--- config.mk ---
export PLATFORM = sky130hd
export DESIGN_NAME = sauria_job_sequencer
export DESIGN_NICKNAME = d
export VERILOG_FILES = /design/src/rtl/sauria_job_sequencer_pkg.sv /design/src/rtl/sauria_job_sequencer_queue.sv /design/src/rtl/sauria_job_sequencer.sv
export SDC_FILE = /design/constraint.sdc
export NUM_CORES = 1
export LEC_CHECK = 0
export ABC_CLOCK_PERIOD_IN_PS = 13600
export CAP_MARGIN = 20
export CORE_ASPECT_RATIO = 1.25
export CORE_MARGIN = 8
export CORE_UTILIZATION = 45
export DETAILED_ROUTE_END_ITERATION = 7
export DONT_BUFFER_PORTS = 1
export HOLD_SLACK_MARGIN = 0.05
export PLACE_DENSITY_LB_ADDON = 0.3
export SYNTH_ARGS = -nofsm -noshare
export SYNTH_HDL_FRONTEND = slang
export SYNTH_SLANG_ARGS = --single-unit
--- constraint.sdc ---
create_clock -name clk_i -period 13.6 [get_ports clk_i]
set_clock_uncertainty 0.15 [all_clocks]
set_input_delay 1.36 -clock clk_i [delete_from_list [all_inputs] [get_ports clk_i]]
set_output_delay 1.36 -clock clk_i [all_outputs]
set_load 0.01 [all_outputs]
--- src/rtl/sauria_job_sequencer_pkg.sv ---
// rtl/sauria_job_sequencer_pkg.sv - shared types and register map defaults for the SAURIA job sequencer
package sauria_job_sequencer_pkg;

  localparam int unsigned DEFAULT_NUM_REGS     = 8;
  localparam logic [31:0] DEFAULT_START_OFFSET = 32'h0000_0100;
  localparam logic [31:0] DEFAULT_CLR_OFFSET   = 32'h0000_0104;
  localparam logic [31:0] SAURIA_GO            = 32'h0000_0001;

  typedef enum logic [2:0] {
    SEQ_IDLE,
    SEQ_CFG,
    SEQ_START,
    SEQ_WAIT_DONE,
    SEQ_CLEAR
  } seq_state_e;

  typedef logic [DEFAULT_NUM_REGS-1:0][31:0] sauria_job_t;

endpackage

--- src/rtl/sauria_job_sequencer_queue.sv ---
// rtl/sauria_job_sequencer_queue.sv - descriptor FIFO with same-cycle flush
module sauria_job_sequencer_queue #(
  parameter int unsigned DEPTH = 4,
  parameter int unsigned WIDTH = 32
) (
  input  logic             clk_i,
  input  logic             rst_ni,
  input  logic             flush_i,
  input  logic             in_tvalid,
  output logic             in_tready,
  input  logic [WIDTH-1:0] in_tdata,
  output logic             out_tvalid,
  input  logic             out_tready,
  output logic [WIDTH-1:0] out_tdata
);

  localparam int unsigned PTR_W = $clog2(DEPTH);
  localparam logic [PTR_W:0] FULL_CNT = (PTR_W+1)'(DEPTH);

  logic [WIDTH-1:0] mem [DEPTH];
  logic [PTR_W-1:0] wr_ptr;
  logic [PTR_W-1:0] rd_ptr;
  logic [PTR_W:0]   count;
  logic             push;
  logic             pop;

  assign in_tready  = (count != FULL_CNT);
  assign out_tvalid = (count != '0);
  assign out_tdata  = mem[rd_ptr];
  assign push       = in_tvalid && in_tready;
  assign pop        = out_tvalid && out_tready;

  // Flush wins over any push or pop in the same cycle.
  always_ff @(posedge clk_i or negedge rst_ni) begin
    if (!rst_ni) begin
      wr_ptr <= '0;
      rd_ptr <= '0;
      count  <= '0;
    end else if (flush_i) begin
      wr_ptr <= '0;
      rd_ptr <= '0;
      count  <= '0;
    end else begin
      if (push) wr_ptr <= wr_ptr + 1'b1;
      if (pop)  rd_ptr <= rd_ptr + 1'b1;
      count <= count + (PTR_W+1)'(push) - (PTR_W+1)'(pop);
    end
  end

  always_ff @(posedge clk_i) begin
    if (push && !flush_i) mem[wr_ptr] <= in_tdata;
  end

endmodule

--- src/rtl/sauria_job_sequencer.sv ---
// rtl/sauria_job_sequencer.sv - queues SAURIA job descriptors and drives config, start, done and clear
module sauria_job_sequencer
  import sauria_job_sequencer_pkg::*;
#(
  parameter int unsigned NUM_REGS     = DEFAULT_NUM_REGS,
  parameter int unsigned QUEUE_DEPTH  = 4,
  parameter logic [31:0] BASE_ADDR    = 32'h0000_0000,
  parameter logic [31:0] START_OFFSET = DEFAULT_START_OFFSET,
  parameter logic [31:0] CLR_OFFSET   = DEFAULT_CLR_OFFSET,
  parameter logic [31:0] TIMEOUT      = 32'd1_000_000
) (
  input  logic                    clk_i,
  input  logic                    rst_ni,
  input  logic                    job_valid_i,
  output logic                    job_ready_o,
  input  logic [NUM_REGS*32-1:0]  job_data_i,
  input  logic                    abort_i,
  input  logic                    err_clr_i,
  output logic                    cfg_req_o,
  output logic                    cfg_we_o,
  output logic [31:0]             cfg_addr_o,
  output logic [31:0]             cfg_wdata_o,
  input  logic                    cfg_gnt_i,
  input  logic                    cfg_rvalid_i,
  input  logic                    sauria_done_i,
  output logic                    busy_o,
  output logic                    irq_o,
  output logic                    err_o,
  output logic [15:0]             jobs_done_o
);

  localparam int unsigned      IDX_W    = (NUM_REGS > 1) ? $clog2(NUM_REGS) : 1;
  localparam logic [IDX_W-1:0] LAST_IDX = IDX_W'(NUM_REGS - 1);

  seq_state_e             state;
  logic [NUM_REGS*32-1:0] job_q;
  logic [IDX_W-1:0]       word_idx;
  logic                   rsp_pending;
  logic                   abort_pending;
  logic [31:0]            wdog;
  logic [15:0]            jobs_done_q;
  logic                   q_tvalid;
  logic [NUM_REGS*32-1:0] q_tdata;
  logic                   pop;
  logic                   rsp_done;
  logic                   drain_abort;

  assign pop         = (state == SEQ_IDLE) && q_tvalid && !abort_i;
  assign rsp_done    = rsp_pending && cfg_rvalid_i;
  assign drain_abort = abort_pending || abort_i;
  assign cfg_we_o    = cfg_req_o;
  assign busy_o      = (state != SEQ_IDLE);
  assign jobs_done_o = jobs_done_q;

  sauria_job_sequencer_queue #(
    .DEPTH (QUEUE_DEPTH),
    .WIDTH (NUM_REGS*32)
  ) u_queue (
    .clk_i      (clk_i),
    .rst_ni     (rst_ni),
    .flush_i    (abort_i),
    .in_tvalid  (job_valid_i),
    .in_tready  (job_ready_o),
    .in_tdata   (job_data_i),
    .out_tvalid (q_tvalid),
    .out_tready (pop),
    .out_tdata  (q_tdata)
  );

  // Every bus write is issued on a state change and retired by rvalid, so a new
  // request is only raised in the cycle that sees the previous response.
  always_ff @(posedge clk_i or negedge rst_ni) begin
    if (!rst_ni) begin
      state         <= SEQ_IDLE;
      job_q         <= '0;
      word_idx      <= '0;
      rsp_pending   <= 1'b0;
      abort_pending <= 1'b0;
      wdog          <= '0;
      jobs_done_q   <= '0;
      cfg_req_o     <= 1'b0;
      cfg_addr_o    <= '0;
      cfg_wdata_o   <= '0;
      irq_o         <= 1'b0;
      err_o         <= 1'b0;
    end else begin
      irq_o <= 1'b0;
      if (cfg_req_o && cfg_gnt_i) begin
        cfg_req_o   <= 1'b0;
        rsp_pending <= 1'b1;
      end
      if (rsp_done) rsp_pending <= 1'b0;
      if (abort_i && (state inside {SEQ_CFG, SEQ_START, SEQ_CLEAR})) abort_pending <= 1'b1;
      if (err_clr_i) err_o <= 1'b0;

      case (state)
        SEQ_IDLE: begin
          if (pop) begin
            job_q       <= q_tdata;
            word_idx    <= '0;
            cfg_req_o   <= 1'b1;
            cfg_addr_o  <= BASE_ADDR;
            cfg_wdata_o <= q_tdata[31:0];
            state       <= SEQ_CFG;
          end
        end
        SEQ_CFG: begin
          if (rsp_done) begin
            if (drain_abort) begin
              abort_pending <= 1'b0;
              state         <= SEQ_IDLE;
            end else if (word_idx == LAST_IDX) begin
              cfg_req_o   <= 1'b1;
              cfg_addr_o  <= BASE_ADDR + START_OFFSET;
              cfg_wdata_o <= SAURIA_GO;
              state       <= SEQ_START;
            end else begin
              word_idx    <= word_idx + 1'b1;
              cfg_req_o   <= 1'b1;
              cfg_addr_o  <= BASE_ADDR + ((32'(word_idx) + 32'd1) << 2);
              cfg_wdata_o <= job_q[32*(int'(word_idx)+1) +: 32];
            end
          end
        end
        SEQ_START: begin
          if (rsp_done) begin
            abort_pending <= 1'b0;
            wdog          <= '0;
            state         <= drain_abort ? SEQ_IDLE : SEQ_WAIT_DONE;
          end
        end
        SEQ_WAIT_DONE: begin
          // Abort beats done, and done beats watchdog expiry.
          if (abort_i) begin
            state <= SEQ_IDLE;
          end else if (sauria_done_i) begin
            cfg_req_o   <= 1'b1;
            cfg_addr_o  <= BASE_ADDR + CLR_OFFSET;
            cfg_wdata_o <= SAURIA_GO;
            state       <= SEQ_CLEAR;
          end else if ((TIMEOUT != '0) && (wdog == TIMEOUT - 32'd1)) begin
            err_o <= 1'b1;
            irq_o <= 1'b1;
            state <= SEQ_IDLE;
          end else begin
            wdog <= wdog + 32'd1;
          end
        end
        SEQ_CLEAR: begin
          if (rsp_done) begin
            abort_pending <= 1'b0;
            if (!drain_abort) begin
              irq_o       <= 1'b1;
              jobs_done_q <= jobs_done_q + 16'd1;
            end
            state <= SEQ_IDLE;
          end
        end
        default: state <= SEQ_IDLE;
      endcase
    end
  end

endmodule

==> results of run 1 <==
flip-flops by register name, summed over array words and instances (netlist names):
name,flops
u_queue.mem,1024
job_q,224
cfg_wdata_o,32
wdog,32
jobs_done_o,16
cfg_addr_o,5
state,3
u_queue.count,3
word_idx,3
u_queue.rd_ptr,2
u_queue.wr_ptr,2
abort_pending,1
cfg_req_o,1
err_o,1
irq_o,1
rsp_pending,1
worst paths after layout:
kind / end
min reg2reg: job_q[105]$_DFFE_PN0P_
max: job_q[203]$_DFFE_PN0P_
max in group asynchronous: u_queue.rd_ptr[0]$_DFFE_PN0P_
min in group clk_i: job_q[105]$_DFFE_PN0P_
max reg2reg: job_q[203]$_DFFE_PN0P_
min: job_q[183]$_DFFE_PN0P_
power groups by stage:
stage / sequential [W] / combinational, W / clock, W
final: 0.00542 / 0.00212 / 0.00374
after global routing: 0.00548 / 0.00234 / 0.00395
after CTS: 0.00542 / 0.00218 / 0.00382
after detailed placement: 0.00550 / 0.00217 / 0
after global placement: 0.00547 / 0.00216 / 0
after floorplan: 0.00533 / 0.00158 / 0
kinds of logic after synthesis:
family          synth area share
compound gates            0.0265
simple gates              0.0719
other cells            0.0000718
flops                      0.745
buf+inv                   0.0182
fa+ha+maj                0.00278
mux                        0.131
xor+xnor                 0.00386
routing by layer:
layer,vias up,GRT usage,wire (um)
li1,11509,-,-
met1,13744,0.240,47900
met2,856,0.336,63900
met3,165,0.0666,11200
met4,0,0.0509,2520
met5,-,0,0
synth_stat cells (all sizes together), types with 3 or more instances:
| cell | instances |
|---|---|
| nand2b | 5 |
| nand3b | 3 |
| dfrtp | 327 |
| nor3 | 7 |
| nor4 | 8 |
| xor2 | 8 |
| mux4 | 288 |
| buf | 82 |
| and4 | 3 |
| or4 | 15 |
| o211ai | 4 |
| xnor2 | 15 |
| nand4 | 13 |
| and2 | 5 |
| nand2 | 744 |
| nor2 | 52 |
| and3 | 5 |
| a21oi | 57 |
| or2 | 4 |
| or3 | 21 |
| nor2b | 3 |
| o31ai | 13 |
| nand3 | 18 |
| a2bb2oi | 31 |
| ha | 10 |
| edfxtp | 1024 |
| inv | 21 |
| o41ai | 3 |
| clkbuf | 113 |
| a211oi | 32 |
| mux2i | 36 |
| o21ai | 54 |
per-stage QoR:
stage / instances / cell area, sq um / worst slack, ps / hold slack, ps
3_3_place_gp: 4468 / 53700 / 8840 / 302
5_1_grt: 4717 / 58200 / 8570 / 152
4_1_cts: 4716 / 58200 / 8880 / 119
6_report: 4718 / 58200 / 8910 / 201
3_5_place_dp: 4468 / 53700 / 8700 / 307
2_1_floorplan: 3079 / 52300 / 5040 / 290
layout make-up:
type	count	area (sq um)
Multi-Input combinational cell	1512	12500
Fill cell	9215	56700
Timing Repair Buffer	34	268
Clock buffer	195	3860
Sequential cell	1351	39000
Clock inverter	53	636
Tap cell	1551	1940
Antenna cell	1	2.50
Inverter	21	86.3
==> impl_metrics.tcl, run 1 <==
set metrics [dict create \
    layout_common_cells "edfxtp_1, nand2_1, dfrtp_1" \
    timing.fmax_mhz 213 \
    ios 350 \
    cts-root-buf "clkbuf_16" \
    worst_pin_slew_ps 1880 \
    coreArea_sq_um 115000 \
    clockBufferDepth 3 \
    path_buf_inv 3 \
    grt_pass1_vias 27723 \
    slew_violations 165 \
    path_clk_slew_ps 70 \
    r2r_start "state[1]$_DFFE_PN0P_" \
    cp_cell_sequence "or3_1 > or3_4 > inv_8 > buf_4 > buf_4 > nand2_1 > nand2_1" \
    crit_cells 7 \
    critPathMaxFanout 83 \
    setup_violations 0 \
    path_class "register to register" \
    cts_tree "done" \
    power_density_nw_per_um2 194 \
    grt_pass1_wl_um 186000 \
    sw_frac_of_total 0.283 \
    maxSlewHeadroom -0.253 \
    crit_path_max_incr_delay_ps 860 \
    die_w_um 321 \
    maxCapViolations 0 \
    antenna_left 0 \
    insertion_delay_ps 750 \
    syn2layout_area_growth_pct 11.5 \
    r2r_slack_ps 8910 \
    drtPass1Iterations 5 \
    yosysTopAreaCellShare 0.589 \
    gp_congestion 0.819 \
    hold_viol 0 \
    total_power_w 0.0113 \
    synthArstFlopShare 0.242 \
    syn_area_sq_um 52200 \
    nets 3329 \
    status "complete, but fails checks" \
    tns_ps 0 \
    h-tree-depth 4 \
    numPortBuffers 0 \
    drive_above_1_share 0.175 \
    yosys.area.top_type "edfxtp_1" \
    cts_resized 0 \
    vias 26274 \
    grt_start_max_net_pins 328 \
    slowest_stage "buf_4" \
    cts_setup_buffers 0 \
    required_ps 14140 \
    yosysSeqAreaShare 0.745 \
    cp-end-kind "register" \
    die_area_sq_um 127000 \
    worstPathArrival_ps 5230 \
    finish.utilization 0.507 \
    fin_crit_sh 0.345 \
    cts_inserted_buffers 134 \
    post-dp-hpwl_um 80100 \
    crit_start "state[1]$_DFFE_PN0P_" \
    comb_power_share 0.188 \
    grt_usage 0.197 \
    ys_ff_latch 1351 \
    r2r_cells 7 \
    p_int_w 0.00809 \
    cp_top_family "buffers and inverters" \
    synth_edf_count 1024 \
    ir_drop_v 0.000120 \
    start_kind "register" \
    seq_power_share 0.480 \
    drt-total-wl_um 126000 \
    antenna_found_initial 6 \
    ys_top_cells_by_area "edfxtp_1, dfrtp_1, mux4_2, nand2_1, clkbuf_1" \
    drc 0 \
    start_util 0.454 \
    cts_hold_buf 0 \
    via_per_inst 5.57 \
    switchingPower_w 0.00319 \
    ys.flop_type "edfxtp_1" \
    hold_class "input pin to async pin" \
    avgSynthCellArea_sq_um 17.1 \
    drtIter0Drc 2522 \
    gr-total-overflow 0 \
    grt_setup_unrepaired "no" \
    yosys_warnings 0 \
    period_minus_slack_ps 4690 \
    wl_per_cell_um 26.6 \
    ys_types 66 \
    rows 139 \
    clockPowerShare 0.331 \
    final_common_cell "edfxtp_1" \
    cts.sink_count 1351 \
    leakage_nw 20.5 \
    die_h_um 397 \
    syn_inst 3053 \
    violations "slew limit" \
]
Note: power is estimated with default switching activity, not from simulation.
==> run 2: changes to the inputs <==
ABC_CLOCK_PERIOD_IN_PS = 4400   (was 13600)
clock period = 4.4 ns   (was 13.6 ns; I/O delays follow)
==> run 2 against run 1 <==
Net effect: the run ends with hold timing, slew limit left; sequential cell count did not move; via count rose by 5.4%; hold slack got worse by 910 ps; first-iteration DRC count rose by 0.44%; final area rose by 5.4%; clock-buffer cell count fell by 7; routed wire length rose by 2.2%; worst setup slack got worse by 8100 ps; largest cell class unchanged; largest power group unchanged.
==> impl_metrics.tcl, run 2 (synthesis results as in run 1) <==
set metrics [dict create \
    stdcell_area_sq_um 61400 \
    drtIter0Drc 2533 \
    drc 0 \
    maxSlewHeadroom -0.0561 \
    grt_usage 0.201 \
    worst_pin_slew_ps 1580 \
    r2r_slack_ps 820 \
    setup_ws_ps 821 \
    layout_common_cells "edfxtp_1, nand2_1, dfrtp_1" \
    drive_above_1_share 0.166 \
    cts-root-buf "clkbuf_16" \
    largest_reg_flops 1024 \
    cp_cell_sequence "or3_1 > or3_4 > inv_8 > buf_4 > buf_4 > nand2_1 > nand2_1" \
    placed_cell_area_sq_um 54300 \
    dp_slack_ps 824 \
    ios 350 \
    top_register "u_queue.mem" \
    fin_crit_sh 0.813 \
    slowest_stage "or3_4" \
    hold_viol 327 \
    setup_violations 0 \
    gp_congestion 0.788 \
    crit_path_max_incr_delay_ps 620 \
    insertion_delay_ps 750 \
    worstPathArrival_ps 4100 \
    reg_top3 "u_queue.mem x1024, job_q x224" \
    power_density_nw_per_um2 575 \
    nets 3633 \
    leakage_nw 21.8 \
    die_w_um 321 \
    hold_class "input pin to async pin" \
    highest_layer "met5" \
    drt-total-wl_um 128000 \
    wl_met3_um 8760 \
    antenna_found_initial 37 \
    grt_setup_unrepaired "no" \
    hold_ws_ps -708 \
    grt_pass1_vias 29097 \
    ir_drop_v 0.000426 \
    cts.sink_count 1351 \
    vias 27705 \
    start_kind "register" \
    cp-end-kind "register" \
    final_common_cell "edfxtp_1" \
    period_minus_slack_ps 3580 \
    required_ps 4920 \
    r2r-end "job_q[63]$_DFFE_PN0P_" \
    violations "hold timing, slew limit" \
    grt_start_max_net_pins 328 \
    die_h_um 397 \
    cts_tree "done" \
    r2r_cells 7 \
    die_area_sq_um 127000 \
    total_power_w 0.0353 \
    rows 139 \
    cts_inserted_buffers 134 \
    drtPass1Iterations 7 \
    syn2layout_area_growth_pct 17.5 \
    antenna_left 0 \
    via_per_inst 5.50 \
    dr_wl_met2_um 64300 \
    numPortBuffers 0 \
    clockBufferDepth 3 \
    start_util 0.454 \
    wl_per_cell_um 25.5 \
    maxCapViolations 0 \
    path_class "register to register" \
    wl_met1_um 52600 \
    cts_resized 0 \
    slew_violations 70 \
    cts_hold_buf 264 \
    status "complete, but fails checks" \
    timing.fmax_mhz 279 \
    post-dp-hpwl_um 80400 \
    critPathMaxFanout 55 \
    path_clk_slew_ps 60 \
    r2r_start "state[0]$_DFFE_PN0P_" \
    h-tree-depth 4 \
    gr-total-overflow 0 \
    cts_setup_buffers 0 \
    coreArea_sq_um 115000 \
    grt_pass1_wl_um 192000 \
]
run 2: metal layers:
| layer | track usage | vias to the layer above |
|---|---|---|
| met5 | 0 | - |
| met4 | 0.0471 | 12 |
| met3 | 0.0525 | 191 |
| met2 | 0.337 | 866 |
| met1 | 0.264 | 14457 |
| li1 | - | 12179 |
run 2: worst max path at each step:
stage | to | from | cells after the start
CTS | job_q[187]$_DFFE_PN0P_ | state[0]$_DFFE_PN0P_ | 7
floorplan | u_queue.mem[0][0]$_DFFE_PP_ | abort_i | 4
global route | job_q[251]$_DFFE_PN0P_ | state[0]$_DFFE_PN0P_ | 7
finish | job_q[63]$_DFFE_PN0P_ | state[0]$_DFFE_PN0P_ | 7
detailed placement | job_q[177]$_DFFE_PN0P_ | state[0]$_DFFE_PN0P_ | 7
global placement | job_q[188]$_DFFE_PN0P_ | state[0]$_DFFE_PN0P_ | 7
run 2: report_power, final:
part / switching [W] / internal [W]
registers: 0.00111 / 0.0155
clock network: 0.00468 / 0.00663
logic: 0.00432 / 0.00304
total: 0.0101 / 0.0252
run 2: critical path: cells and delay by family (launching register included):
kind | cells | cell delay, ps
buf+inv | 3 | 1200
simple gates | 4 | 1450
flops | 1 | 520
run 2: through the flow:
step / setup TNS [ps] / std cells / utilization
final: 0 / 5040 / 0.534
after floorplan: -349980 / 3079 / -
after global routing: 0 / 5028 / 0.534
after CTS: 0 / 5014 / 0.533
after detailed placement: 0 / 4508 / 0.473
after global placement: 0 / 4508 / 0.473
run 2: area by class of cell:
class	count	area [sq um]
fill	9054	53600
sequential	1351	39000
multi-input combinational	1512	12500
clock buffer	188	3770
timing repair buffer	338	3510
tap	1551	1940
clock inverter	54	549
inverter	21	86.3
antenna	25	62.6
